`src/rtl/ls_queue_gen2.sv`:
```
// Load/store issue queue: in-order circular FIFO that wakes up operands from the CDB.
// Zero-latency issue from registered head state; dispatch is dropped while full, so hold it until not full.
module ls_queue_gen2 #(
    parameter int DEPTH      = 4,
    parameter int DATA_WIDTH = 32,
    parameter int TAG_WIDTH  = 6
) (
    input  logic                       clk,
    input  logic                       reset,
    input  logic                       flush,
    input  logic [DATA_WIDTH-1:0]      dispatch_rs1_data,
    input  logic [DATA_WIDTH-1:0]      dispatch_rs2_data,
    input  logic [TAG_WIDTH-1:0]       dispatch_rs1_tag,
    input  logic [TAG_WIDTH-1:0]       dispatch_rs2_tag,
    input  logic                       dispatch_rs1_data_val,
    input  logic                       dispatch_rs2_data_val,
    input  logic [DATA_WIDTH-1:0]      dispatch_imm,
    input  logic [1:0]                 dispatch_opcode,
    input  logic [TAG_WIDTH-1:0]       dispatch_rd_tag,
    input  logic                       dispatch_enable,
    input  logic [TAG_WIDTH-1:0]       cdb_tag,
    input  logic [DATA_WIDTH-1:0]      cdb_data,
    input  logic                       cdb_valid,
    output logic                       issueque_full,
    output logic                       issueque_empty,
    output logic [$clog2(DEPTH):0]     issueque_count,
    output logic                       issueque_ready,
    output logic [DATA_WIDTH-1:0]      issueque_address,
    output logic [DATA_WIDTH-1:0]      issueque_rs2_data,
    output logic [TAG_WIDTH-1:0]       issueque_rd_tag,
    output logic [1:0]                 issueque_opcode,
    input  logic                       issueblk_done
);
    localparam int IW = $clog2(DEPTH);
    localparam int PW = IW + 1;

    logic [PW-1:0]         r_wptr, r_rptr;
    logic [DEPTH-1:0]      r_ev, r_rs1_val, r_rs2_val;
    logic [DATA_WIDTH-1:0] r_rs1_data [DEPTH];
    logic [DATA_WIDTH-1:0] r_rs2_data [DEPTH];
    logic [DATA_WIDTH-1:0] r_imm      [DEPTH];
    logic [TAG_WIDTH-1:0]  r_rs1_tag  [DEPTH];
    logic [TAG_WIDTH-1:0]  r_rs2_tag  [DEPTH];
    logic [TAG_WIDTH-1:0]  r_rd_tag   [DEPTH];
    logic [1:0]            r_op       [DEPTH];

    logic [IW-1:0]         w_widx, w_ridx;
    logic                  w_full, w_empty, w_ready, w_push, w_pop;
    logic                  w_rs1_hit, w_rs2_hit;

    assign w_widx  = r_wptr[IW-1:0];
    assign w_ridx  = r_rptr[IW-1:0];
    assign w_full  = (w_widx == w_ridx) && (r_wptr[IW] != r_rptr[IW]);
    assign w_empty = (r_wptr == r_rptr);
    // Stores need both operands; loads only the address base.
    assign w_ready = r_ev[w_ridx] && r_rs1_val[w_ridx] && (!r_op[w_ridx][1] || r_rs2_val[w_ridx]);
    assign w_push  = dispatch_enable && !w_full;
    assign w_pop   = issueblk_done && w_ready;

    assign w_rs1_hit = cdb_valid && !dispatch_rs1_data_val && (cdb_tag == dispatch_rs1_tag);
    assign w_rs2_hit = cdb_valid && !dispatch_rs2_data_val && (cdb_tag == dispatch_rs2_tag);

    assign issueque_full     = w_full;
    assign issueque_empty    = w_empty;
    assign issueque_count    = r_wptr - r_rptr;
    assign issueque_ready    = w_ready;
    assign issueque_address  = r_rs1_data[w_ridx] + r_imm[w_ridx];
    assign issueque_rs2_data = r_rs2_data[w_ridx];
    assign issueque_rd_tag   = r_rd_tag[w_ridx];
    assign issueque_opcode   = r_op[w_ridx];

    always_ff @(posedge clk or negedge reset) begin
        if (!reset) begin
            r_wptr    <= '0;
            r_rptr    <= '0;
            r_ev      <= '0;
            r_rs1_val <= '0;
            r_rs2_val <= '0;
            for (int i = 0; i < DEPTH; i++) begin
                r_rs1_data[i] <= '0;
                r_rs2_data[i] <= '0;
                r_imm[i]      <= '0;
                r_rs1_tag[i]  <= '0;
                r_rs2_tag[i]  <= '0;
                r_rd_tag[i]   <= '0;
                r_op[i]       <= '0;
            end
        end else if (flush) begin
            r_wptr <= '0;
            r_rptr <= '0;
            r_ev   <= '0;
        end else begin
            for (int i = 0; i < DEPTH; i++) begin
                if (r_ev[i] && cdb_valid) begin
                    if (!r_rs1_val[i] && (r_rs1_tag[i] == cdb_tag)) begin
                        r_rs1_data[i] <= cdb_data;
                        r_rs1_val[i]  <= 1'b1;
                    end
                    if (!r_rs2_val[i] && (r_rs2_tag[i] == cdb_tag)) begin
                        r_rs2_data[i] <= cdb_data;
                        r_rs2_val[i]  <= 1'b1;
                    end
                end
            end
            // The write slot is never occupied, so it cannot collide with the wakeup loop above.
            if (w_push) begin
                r_rs1_data[w_widx] <= w_rs1_hit ? cdb_data : dispatch_rs1_data;
                r_rs2_data[w_widx] <= w_rs2_hit ? cdb_data : dispatch_rs2_data;
                r_rs1_val[w_widx]  <= dispatch_rs1_data_val || w_rs1_hit;
                r_rs2_val[w_widx]  <= dispatch_rs2_data_val || w_rs2_hit;
                r_rs1_tag[w_widx]  <= dispatch_rs1_tag;
                r_rs2_tag[w_widx]  <= dispatch_rs2_tag;
                r_imm[w_widx]      <= dispatch_imm;
                r_rd_tag[w_widx]   <= dispatch_rd_tag;
                r_op[w_widx]       <= dispatch_opcode;
                r_ev[w_widx]       <= 1'b1;
                r_wptr             <= r_wptr + PW'(1);
            end
            if (w_pop) begin
                r_ev[w_ridx] <= 1'b0;
                r_rptr       <= r_rptr + PW'(1);
            end
        end
    end
endmodule

```
`config.mk`:
```
export PLATFORM = sky130hd
export DESIGN_NAME = ls_queue_gen2
export DESIGN_NICKNAME = d
export VERILOG_FILES = /design/src/rtl/ls_queue_gen2.sv
export SDC_FILE = /design/constraint.sdc
export NUM_CORES = 1
export LEC_CHECK = 0
export CORE_AREA = 2 2 291 293
export CTS_BUF_LIST = sky130_fd_sc_hd__clkbuf_8
export CTS_CLUSTER_DIAMETER = 40
export CTS_CLUSTER_SIZE = 16
export DETAILED_ROUTE_END_ITERATION = 10
export DIE_AREA = 0 0 293 295
export GPL_TIMING_DRIVEN = 0
export PLACE_DENSITY = 0.51
export SLEW_MARGIN = 10
export SYNTH_ARGS = -nofsm -noshare
export SYNTH_HDL_FRONTEND = slang
export SYNTH_SLANG_ARGS = --single-unit
```
`constraint.sdc`:
```
create_clock -name clk -period 5.5 [get_ports clk]
set_clock_uncertainty 0.1 [all_clocks]
set_input_delay 1.1 -clock clk [delete_from_list [all_inputs] [get_ports clk]]
set_output_delay 1.1 -clock clk [all_outputs]
set_load 0.02 [all_outputs]
```
==> out/qor.yml, run 1 <==
reg2reg_slack_ns: 1.73
clk_latency_ns: 0.71
antenna_found_initial: 16
leakagePower_nw: 12.5
setup_ws_ns: -0.0162
synth_top_area_frac: 0.487
stdcell_area_sq_um: 31000
grt_usage: 0.207
routedWlPerCell_microns: 24.8
dp_slack_ns: -2.33
drtIter0Drc: 1629
area_growth_pct: 25.1
hpwlAfterDp_mm: 64.1
synth-seq-cells: 482
drv_cap: 0
irDropWorstVdd_mv: 0.180
vias: 19711
timing.setup.tns_ns: -0.0162
p_sw_frac: 0.358
maxSlewViolCount: 0
ff_latch_area_sq_um: 12100
arrival_ns: 4.32
pwr-share-comb: 0.385
grt_overflow: 0
yosys_most_used_dff: "dfrtp_1"
critPathCaptureType: "output pin"
grt_max_degree: 103
status: "finished, violations left"
die-area_sq_um: 86400
syn_area_per_cell_sq_um: 11.5
chipWidth_microns: 293
min_period_ns: 5.52
io_buffers: 200
ys_warn_count: 0
clock_power_share: 0.252
fillerInstances: 8024
cp_max_fo: 6
cp-start-kind: "register"
final_util: 0.372
die_h_microns: 295
fmax_ghz: 0.181
antenna_left: 0
firstDrtPassIters: 5
clk_pin_slew_ns: 0.07
stdcell_count: 3631
place_area_sq_um: 28200
yosysMostFrequentCell: "dfrtp_1"
grtUsageMet1: 0.261
async_flop_share: 1.00
rsz0062_at_grt: "true"
p_per_area_nw_per_um2: 476
num_rows: 106
grt.busiest_layer: "met2"
vias_per_cell: 5.43
grt_first_pass_wirelength_mm: 133
cp.required_ns: 4.30
power_mw: 14.7
cts_buffer_depth: 3
dp_cells: 3445
slew_headroom: 0.206
setup_viol: 1
drive_gt1_frac: 0.300
ys_types: 57
post-route-drc-count: 0
core_area_sq_um: 83200
gr-usage-met3: 0.0554
min_period_over_period: 1.00
synth_nets: 2365
cts_tree: "yes"
multi_input_area_sq_um: 12200
use_met2: 0.335
startpoint: "r_rptr[0]"
grt_pass1_vias: 20562
syn_area_sq_um: 24800
ctsHtreeMaxLevel: 3
r2r-end: "r_rs1_data[79]"
hold-worst-slack_ns: 0.138
clock_sinks: 482
hold_viol: 0
yosysSeqAreaShare: 0.487
start_util: 0.298
worst_r2r_path_depth: 12
synthTopCellsByCount: "482 x dfrtp_1, 286 x nor2_1, 205 x nand2_1"
nNetsFinal: 2682
pwr-share-seq: 0.363
cts_made_buffers: 88
gp_congestion: 0.871
netlist_top_cells_area: "dfrtp_1 49%, mux4_2 9.4%, mux2_2 9.3%"
synth.largest_area_cell: "dfrtp_1"
p_int_mw: 9.47
routed_wl_mm: 90.0
r2r_start: "r_rptr[1]"
path_class: "register to output pin"
max_slew.worst_pin.slew_ns: 1.19
holdBufCountCts: 0
cts_root_buf: "clkbuf_8"
hp-class: "primary input to asynchronous set/reset pin"
p_switching_mw: 5.28
synth-edff-count: 0
violations: "setup timing"
ioPinCount: 240
postSynthCellCount: 2160
[registers in the layout, indices dropped and copies added, names as in the netlist]
name        flops
r_imm         128
r_rs1_data    128
r_rs2_data    128
r_rd_tag       24
r_rs1_tag      24
r_rs2_tag      24
r_op            8
r_ev            4
r_rs1_val       4
r_rs2_val       4
r_rptr          3
r_wptr          3
[cells in the final DEF (no fill, tap or decap), types with 12 or more instances in the layout]
cell type / count
dfrtp_1: 480
nor2_1: 286
mux2_2: 204
nand2_1: 203
clkdlybuf4s50_1: 176
mux4_2: 103
clkbuf_8: 103
o221a_2: 96
clkbuf_1: 82
buf_2: 78
o21ai_0: 71
a22oi_1: 65
o22ai_1: 64
xnor2_1: 44
xor2_1: 44
a21oi_1: 41
buf_4: 35
o32ai_1: 32
inv_1: 30
ha_1: 26
a21o_1: 17
clkinv_2: 15
buf_6: 12
nand4_1: 12
ha_4: 12
[routing by layer]
metal | share of wire | up-vias
met1 | 0.40 | 10067
met5 | 0.0017 | -
met3 | 0.082 | 244
met4 | 0.045 | 22
li1 | - | 8574
met2 | 0.47 | 804
[final cells by class]
type / instances / area share
antenna: 4 / 0.000323
multi-input combinational: 1467 / 0.395
inverter: 21 / 0.00255
buffer: 184 / 0.0313
clock buffer: 102 / 0.0453
tap: 1080 / 0.0436
clock inverter: 58 / 0.0160
sequential: 482 / 0.390
timing repair buffer: 233 / 0.0759
[kinds of logic after synthesis]
kind of cell,count (synthesis),synth area share
flops,482,0.487
mux,313,0.189
compound gates,442,0.135
buf+inv,211,0.0378
fa+ha+maj,43,0.0223
simple gates,573,0.0950
xor+xnor,96,0.0340
[how the worst max path moves through the flow]
stage	depth (start not counted)	slack, ns	to
6_report	14	-0.02	issueque_address[20]
5_1_grt	14	-0.1	issueque_address[29]
4_1_cts	16	-0.17	issueque_address[24]
3_5_place_dp	13	-2.33	issueque_address[31]
3_3_place_gp	1	-18.11	r_imm[100]
2_1_floorplan	14	0.42	issueque_address[20]
[critical path: stages (launching register included)]
cell and delay [ns]:
dfrtp_2 0.48, buf_12 0.19, buf_12 0.14, buf_6 0.09, mux4_2 0.53, ha_4 0.31
nand2_2 0.06, or4_4 0.52, a31oi_4 0.22, or2_4 0.17, a21o_4 0.14, o21ai_4 0.05
a211o_1 0.29, a31oi_2 0.22, buf_4 0.18
[power groups by stage]
stage	combinational [mW]	clock, mW	sequential [mW]
2_1_floorplan	3.36	0	5.15
3_3_place_gp	5.11	0	5.33
3_5_place_dp	5.24	0	5.39
4_1_cts	5.47	3.79	5.33
5_1_grt	6.10	3.96	5.47
6_report	5.68	3.71	5.36
[timing repair]
| action | 4_1_cts | 5_1_grt |
|---|---|---|
| resized for setup | 183 | 55 |
| cloned | 0 | 2 |
| pin swaps | 12 | 28 |
| setup buffers | 17 | 9 |
| endpoints found under the setup margin | 32 | 17 |
(Power assumes the default switching activity.)
==> inputs of run 2 (changes only) <==
==> config.mk (replaced) <==
export PLATFORM = sky130hd
export DESIGN_NAME = ls_queue_gen2
export DESIGN_NICKNAME = d
export VERILOG_FILES = /design/src/rtl/ls_queue_gen2.sv
export SDC_FILE = /design/constraint.sdc
export NUM_CORES = 1
export LEC_CHECK = 0
export CORE_AREA = 2 2 226 228
export CTS_CLUSTER_DIAMETER = 40
export CTS_CLUSTER_SIZE = 16
export DETAILED_ROUTE_END_ITERATION = 10
export DIE_AREA = 0 0 228 230
export GPL_TIMING_DRIVEN = 0
export PLACE_DENSITY = 0.75
export SLEW_MARGIN = 10
export SYNTH_ARGS = -nofsm -noshare
export SYNTH_HDL_FRONTEND = slang
export SYNTH_SLANG_ARGS = --single-unit
==> constraint.sdc (replaced) <==
create_clock -name clk -period 7.1 [get_ports clk]
set_clock_uncertainty 0.1 [all_clocks]
set_input_delay 1.42 -clock clk [delete_from_list [all_inputs] [get_ports clk]]
set_output_delay 1.42 -clock clk [all_outputs]
set_load 0.02 [all_outputs]
==> run 2 against run 1 <==
  * Critical endpoint is now issueque_address[26]
  * Setup slack improved by 0.13 ns
  * Sequential cell count unchanged
  * Sequential share of layout area up 1.0 points
  * Final area down 2.5%
  * Core utilization grew 23 points
  * Global-route usage rose by 8.9 points
  * First-iteration DRC count grew 43%
  * Power down 21%
  * Via count increased by 0.98%
  * Clock power shrank 5%
  * Sequential power shrank 22%
  * The flow now finishes without violations
==> out/qor.yml, run 2 (synthesis results as in run 1) <==
status: "finished clean"
chipWidth_microns: 228
critPathTopFamily: "buffers and inverters"
clock_sinks: 482
cts_made_buffers: 70
area_growth_pct: 21.9
stdcell_count: 3165
cp_common_cell: "o211ai_1"
setup_viol: 0
grt_pass1_vias: 20261
grt_usage: 0.296
vias_per_cell: 6.29
power_mw: 11.7
final_cell_mix: "482 x dfrtp_1, 286 x nor2_1, 205 x nand2_1"
core_area_sq_um: 49900
cts_tree: "yes"
die_h_microns: 230
gp_congestion: 0.936
fillerInstances: 3943
crit_chain: "buf_2 -> buf_4 -> buf_6 -> mux4_2 -> ha_1 -> inv_1 -> fa_1 -> nor2b_1 -> o211ai_1 -> a31oi_2 -> o211ai_1 -> nand3_1 -> a21oi_1 -> o21ai_0 -> xor2_1 -> clkdlybuf4s50_1"
cp_max_fo: 10
hold_depth: 2
drtIter0Drc: 2337
antenna_found_initial: 13
top_regs: "r_imm (128), r_rs1_data (128), r_rs2_data (128)"
leakagePower_nw: 12.3
hp-class: "register to register"
clk_latency_ns: 0.60
cp-start-kind: "register"
irDropWorstVdd_mv: 0.220
final_util: 0.605
grt_first_pass_wirelength_mm: 119
die-area_sq_um: 52400
drv_cap: 0
num_rows: 82
holdBufCountCts: 0
cp.required_ns: 5.58
path_buf_inv: 5
clk_pin_slew_ns: 0.05
hold_viol: 0
layout_commonest_cell: "dfrtp_1"
hold-worst-slack_ns: 0.377
maxSlewViolCount: 0
critPathSlowestCell: "mux4_2"
stdcell_area_sq_um: 30200
hpwlAfterDp_mm: 54.6
min_period_over_period: 0.983
vias: 19904
grt_max_degree: 108
fmax_ghz: 0.143
worst_r2r_path_depth: 12
grt_overflow: 0
dp_cells: 3036
reg2reg_slack_ns: 3.33
worstHoldStart: "r_rs1_data[88]"
slew_headroom: 0.270
min_to: "r_rs1_data[88]"
post-route-drc-count: 0
ioPinCount: 240
critPathCaptureType: "output pin"
antenna_left: 0
drive_gt1_frac: 0.255
p_per_area_nw_per_um2: 387
arrival_ns: 5.46
ctsHtreeMaxLevel: 3
r2r-end: "r_rs1_data[73]"
r2r_start: "r_rptr[1]"
place_area_sq_um: 27700
path_class: "register to output pin"
cts_root_buf: "clkbuf_16"
cts_buffer_depth: 3
firstDrtPassIters: 7
io_buffers: 200
routed_wl_mm: 78.4
critPathMaxStageDelay_ns: 0.63
start_util: 0.496
routedWlPerCell_microns: 24.8
min_period_ns: 6.98
rsz0062_at_grt: "false"
nNetsFinal: 2641
max_slew.worst_pin.slew_ns: 1.10
run 2: cell count changes in the layout (fill, tap and decap cells not counted), sizes merged, moves of 2 or more:
cell	before	now
clkinv	23	14
clkbuf	193	185
bufinv	4	6
buf	142	99
inv	46	28
dlygate4sd2	5	1
clkdlybuf4s15	3	1
clkdlybuf4s50	176	198
run 2: repair_timing:
item / CTS / global route
setup buffers: 1 / 0
gates resized for setup: 24 / 9
endpoints found under the setup margin: 23 / 6
pin swaps: 1 / 0
run 2: per-stage QoR:
stage,worst slack (ns),setup TNS (ns)
after detailed placement,-0.820,-2.93
after global routing,0.00477,0
after CTS,0.0333,0
final,0.119,0
after floorplan,1.70,0
after global placement,-15.84,-7599.61
run 2: layout make-up:
class	instances	area (sq um)	area share
flip-flops and latches	482	12100	0.400
multi-input cells	1467	11800	0.391
repair buffers	205	2120	0.0703
clock buffers	90	1970	0.0653
plain buffers	189	898	0.0298
well taps	672	841	0.0279
clock inverters	34	410	0.0136
inverters	21	78.8	0.00261
diodes	5	12.5	0.000415
run 2: routing by layer:
layer  up-vias  share of wire  GRT usage
met5         -        0.00099          0
met3       239          0.090     0.0732
met4        14          0.051      0.148
li1       8484              -          -
met1     10046           0.38      0.373
met2      1121           0.48      0.478
run 2: power by group:
group          switching [mW]  total (mW)  internal [mW]
Clock                    1.33        3.52           2.20
Sequential              0.526        4.17           3.64
Combinational            1.96        3.98           2.01
run 2: worst min-delay path, cell delays in order, from the launching register on:
cell and delay [ns]:
dfrtp_1 0.34, nand2_1 0.04, o21ai_0 0.06
run 2: worst max path at each step:
stage,start,to,slack (ns),depth (start not counted)
4_1_cts,r_rptr[0],issueque_address[20],0.03,15
2_1_floorplan,r_rptr[0],issueque_address[20],1.70,14
5_1_grt,r_rptr[0],issueque_address[29],0.005,15
3_5_place_dp,r_rptr[1],issueque_address[31],-0.82,13
6_report,r_rptr[0],issueque_address[26],0.12,16
3_3_place_gp,reset,r_rd_tag[0],-15.84,1
